## src/rtl/fix_rx_pkg.sv

```systemverilog
// Shared receive-side FIX definitions: parser states, error codes and ASCII constants.
package fix_rx_pkg;

  typedef enum logic [2:0] {
    IDLE,
    SKIP_BEGIN,
    TAG9,
    EQ9,
    DIGITS,
    BODY,
    DONE
  } state_e;

  localparam logic [2:0] ERR_NONE       = 3'd0;
  localparam logic [2:0] ERR_NO_TAG9    = 3'd1;
  localparam logic [2:0] ERR_BAD_DIGITS = 3'd2;
  localparam logic [2:0] ERR_TOO_MANY   = 3'd3;
  localparam logic [2:0] ERR_MISMATCH   = 3'd4;
  localparam logic [2:0] ERR_OVERRUN    = 3'd5;

  localparam logic [7:0] ASCII_SOH = 8'h01;
  localparam logic [7:0] ASCII_0   = 8'h30;
  localparam logic [7:0] ASCII_1   = 8'h31;
  localparam logic [7:0] ASCII_9   = 8'h39;
  localparam logic [7:0] ASCII_EQ  = 8'h3D;

endpackage

```

## src/rtl/ascii_dec_accum.sv

```systemverilog
// ASCII-decimal accumulator: validates digits, builds value*10+d and tracks the digit count.
module ascii_dec_accum
  import fix_rx_pkg::*;
#(
  parameter int LEN_WIDTH  = 20,
  parameter int MAX_DIGITS = 6
) (
  input  logic                 clk,
  input  logic                 rst,
  input  logic                 clr_i,
  input  logic                 en_i,
  input  logic [7:0]           byte_i,
  output logic [LEN_WIDTH-1:0] value_o,
  output logic [3:0]           count_o,
  output logic                 is_digit_o,
  output logic                 full_o
);

  logic [LEN_WIDTH-1:0] value_q, value_d;
  logic [3:0]           count_q, count_d;
  logic [7:0]           digit;

  assign digit      = byte_i - ASCII_0;
  assign is_digit_o = (byte_i >= ASCII_0) && (byte_i <= ASCII_9);
  assign full_o     = (count_q == 4'(MAX_DIGITS));
  assign value_o    = value_q;
  assign count_o    = count_q;

  always_comb begin
    value_d = value_q;
    count_d = count_q;
    if (clr_i) begin
      value_d = '0;
      count_d = '0;
    end else if (en_i) begin
      // x10 as two shifts; wraps at LEN_WIDTH
      value_d = (value_q << 3) + (value_q << 1) + LEN_WIDTH'(digit);
      count_d = count_q + 4'd1;
    end
  end

  always_ff @(posedge clk) begin
    if (rst) begin
      value_q <= '0;
      count_q <= '0;
    end else begin
      value_q <= value_d;
      count_q <= count_d;
    end
  end

endmodule

```

## config.mk

```make
export PLATFORM = sky130hd
export DESIGN_NAME = ascii_dec_accum
export DESIGN_NICKNAME = d
export VERILOG_FILES = /design/src/rtl/fix_rx_pkg.sv /design/src/rtl/ascii_dec_accum.sv
export SDC_FILE = /design/constraint.sdc
export NUM_CORES = 1
export LEC_CHECK = 0
export CORE_MARGIN = 3
export CORE_UTILIZATION = 40
export CTS_CLUSTER_DIAMETER = 60
export DETAILED_ROUTE_END_ITERATION = 10
export SETUP_SLACK_MARGIN = 0.3
export SYNTH_ARGS = -nofsm -noshare
export SYNTH_HDL_FRONTEND = slang
export SYNTH_SLANG_ARGS = --single-unit
```

## constraint.sdc

```tcl
create_clock -name clk -period 7.5 [get_ports clk]
set_input_delay 1.5 -clock clk [delete_from_list [all_inputs] [get_ports clk]]
set_output_delay 1.5 -clock clk [all_outputs]
set_load 0.02 [all_outputs]
```

==> flow_summary.ini <==
[run_status]
status = finished clean

[routing]
drt_pass1_iterations = 4
final_antenna_net_count = 0
first_iter_violations = 54
wl_per_cell_um = 13.1
num_vias = 1691
wl_um = 4340
route.detailed.drc = 0
vias_per_cell = 5.12

[timing]
worstMarginPinSlew_ns = 1.00
tns_ns = 0
rsz0062_at_grt = false
setup_viol = 0
slew_viol_final = 0
skew_ns = 0.00464
finalCriticalPeriod_ns = 4.62
hold_viol_final = 0
relSlewSlack_pct = 33.0
fmax_mhz = 216
period_share_pct = 61.6

[floorplanning]
die_area_sq_um = 5870
io_pins = 38
core_sq_um = 4790
start_util_pct = 41.7
die_w_um = 76.6
rows = 25
die_h_um = 76.6

[worst_setup_path]
cpPeakStageDelay_ns = 0.65
arrival_ns = 3.12
crit_chain = clkdlybuf4s50_1 > ha_1 > nor4bb_1 > clkdlybuf4s50_1
cp-end-kind = output pin
critPathRequiredTime_ns = 6.00
path_common_cell = clkdlybuf4s50_1
crit_type = in -> out
worstPathMaxFanout = 3
cp_slowest_cell = clkdlybuf4s50_1
worstSetupStartpointType = input pin

[global_route]
grt_pass1_wl_um = 7530
grt_max_degree = 21
globalRouteOverflowTotal = 0
antenna_found_initial = 0
grt_pass1_vias = 1678
grtUsageTotal_pct = 15.4

[placed_design]
hpwlAfterDp_um = 3380
io_buffers = 37
dpl_cell_area_sq_um = 2420
gp_congestion = 0.881

[clock_network]
clk_latency_ns = 0.27
post_cts.repair.setup_buffers = 0
cts_tree = yes
cts.sinks = 24
cts_max_path_buffers = 2
cts-root-buf = clkbuf_8
cts_buffers = 3
htree_levels = 1
clk_pin_slew_ns = 0.09
cts_resized = 0
hold_buffers = 0

[synthesis]
syn_inst = 229
synth_seq_cells = 24
ys_types = 37
async_reset_ff_share_pct = 0
synth_top_area_cell = dfxtp_1
synth_ff_type = dfxtp_1
syn_nets = 280
yosysTopAreaCellShare_pct = 24.1
yosysSeqAreaShare_pct = 24.1
syn_area_sq_um = 1990
synth_edf_count = 0
synth_warnings = 0
netlist_top_cells_area = dfxtp_1 (24%), ha_1 (21%), xnor2_1 (6.6%), fa_1 (6.0%), a21oi_1 (4.8%)
avgSynthCellArea_sq_um = 8.71

[finish]
layout.nets = 315
drive_gt1_share_pct = 3.42
diodes = 0
fill_cells = 460
post-route-cell-area_sq_um = 2480
areaGrowthSynthToFinish_pct = 24.2

[min_path]
hold_path_class = reg -> reg

[pwr]
p_per_area_nw_per_um2 = 126
peakVddDrop_mv = 0.0701
leakage_nw = 1.07

[job]
maxCapViolCount = 0
synth_stat cells (all sizes together), types with 2 or more instances:
cell	count
ha	33
nor2	25
nor2b	2
o21ai	16
fa	6
nand3	5
nand2	18
clkbuf	7
o31ai	3
nand3b	2
o211ai	2
a21oi	20
nand2b	3
xnor2	15
a22oi	2
xor2	5
a211oi	2
a21o	3
dfxtp	24
mux2i	8
nand4	5
inv	11
layout by cell type, fill, tap and decap left out, types with 2 or more instances in the layout:
| master | count |
|---|---|
| nor2b_1 | 2 |
| nand4_1 | 5 |
| clkbuf_8 | 4 |
| xor2_1 | 5 |
| nand2b_1 | 3 |
| nand3_1 | 5 |
| mux2i_1 | 8 |
| fa_1 | 6 |
| ha_1 | 33 |
| nor2_1 | 25 |
| nand2_1 | 18 |
| nand3b_1 | 2 |
| xnor2_1 | 15 |
| a21oi_1 | 19 |
| o31ai_1 | 2 |
| a22oi_1 | 2 |
| a21o_1 | 2 |
| o21ai_0 | 16 |
| dfxtp_1 | 24 |
| a211oi_1 | 2 |
| o211ai_1 | 2 |
| inv_1 | 11 |
| clkdlybuf4s50_1 | 37 |
worst max-delay path: cells and delay by family:
kind / cells / cell delay, ns
buf+inv: 2 / 1.15
simple gates: 1 / 0.28
fa+ha+maj: 1 / 0.19
flip-flops by register name, summed over array words and instances, names as in the netlist:
signal / cells
value_o: 20
count_o: 4
metal layers:
metal	track usage, %	vias up	part of all wire (%)
li1	-	881	-
met1	21.4	771	53
met2	24.6	33	43
met3	2.25	6	3.3
met4	4.89	0	1.4
met5	0	-	0
logic make-up after synthesis:
family / count (synthesis) / share of synthesized area [%]
AND/OR/NAND/NOR: 65 / 15.0
buffers and inverters: 18 / 3.39
multiplexers: 8 / 4.02
flip-flops: 24 / 24.1
XOR/XNOR: 20 / 8.78
AO/OA/AOI/OAI: 55 / 18.0
adder cells (fa/ha/maj): 39 / 26.7
per-stage QoR:
stage	setup slack (ns)	hold WS, ns	utilization (%)	total power [mW]	cells
floorplan	3.52	0.552	-	0.198	229
global placement	2.88	0.477	50.6	0.225	326
detailed placement	2.89	0.482	50.6	0.224	326
CTS	2.87	0.495	51.8	0.319	330
global route	2.83	0.545	51.8	0.334	330
finish	2.88	0.488	51.8	0.313	330
where the power goes:
part	internal (mW)	switching, mW	total (mW)
registers	0.131	0.00525	0.136
logic	0.0396	0.0450	0.0846
clock network	0.0469	0.0447	0.0916
total	0.218	0.0950	0.313
worst paths after layout:
kind	from	slack [ns]	depth (start not counted)	endpoint
setup / recovery	byte_i[4]	2.88	4	is_digit_o
hold / removal	value_o[18]	0.49	2	value_o[18]
setup reg to reg	value_o[0]	4.76	9	value_o[18]
hold reg to reg	value_o[18]	0.49	2	value_o[18]
cell type report:
type	count	area, sq um	share of cell area [%]
well taps	67	83.8	3.38
multi-input cells	187	1450	58.4
repair buffers	37	370	14.9
flip-flops and latches	24	480	19.4
clock buffers	4	55.1	2.22
inverters	11	41.3	1.67
No activity file was read; power rests on OpenSTA's default activity.
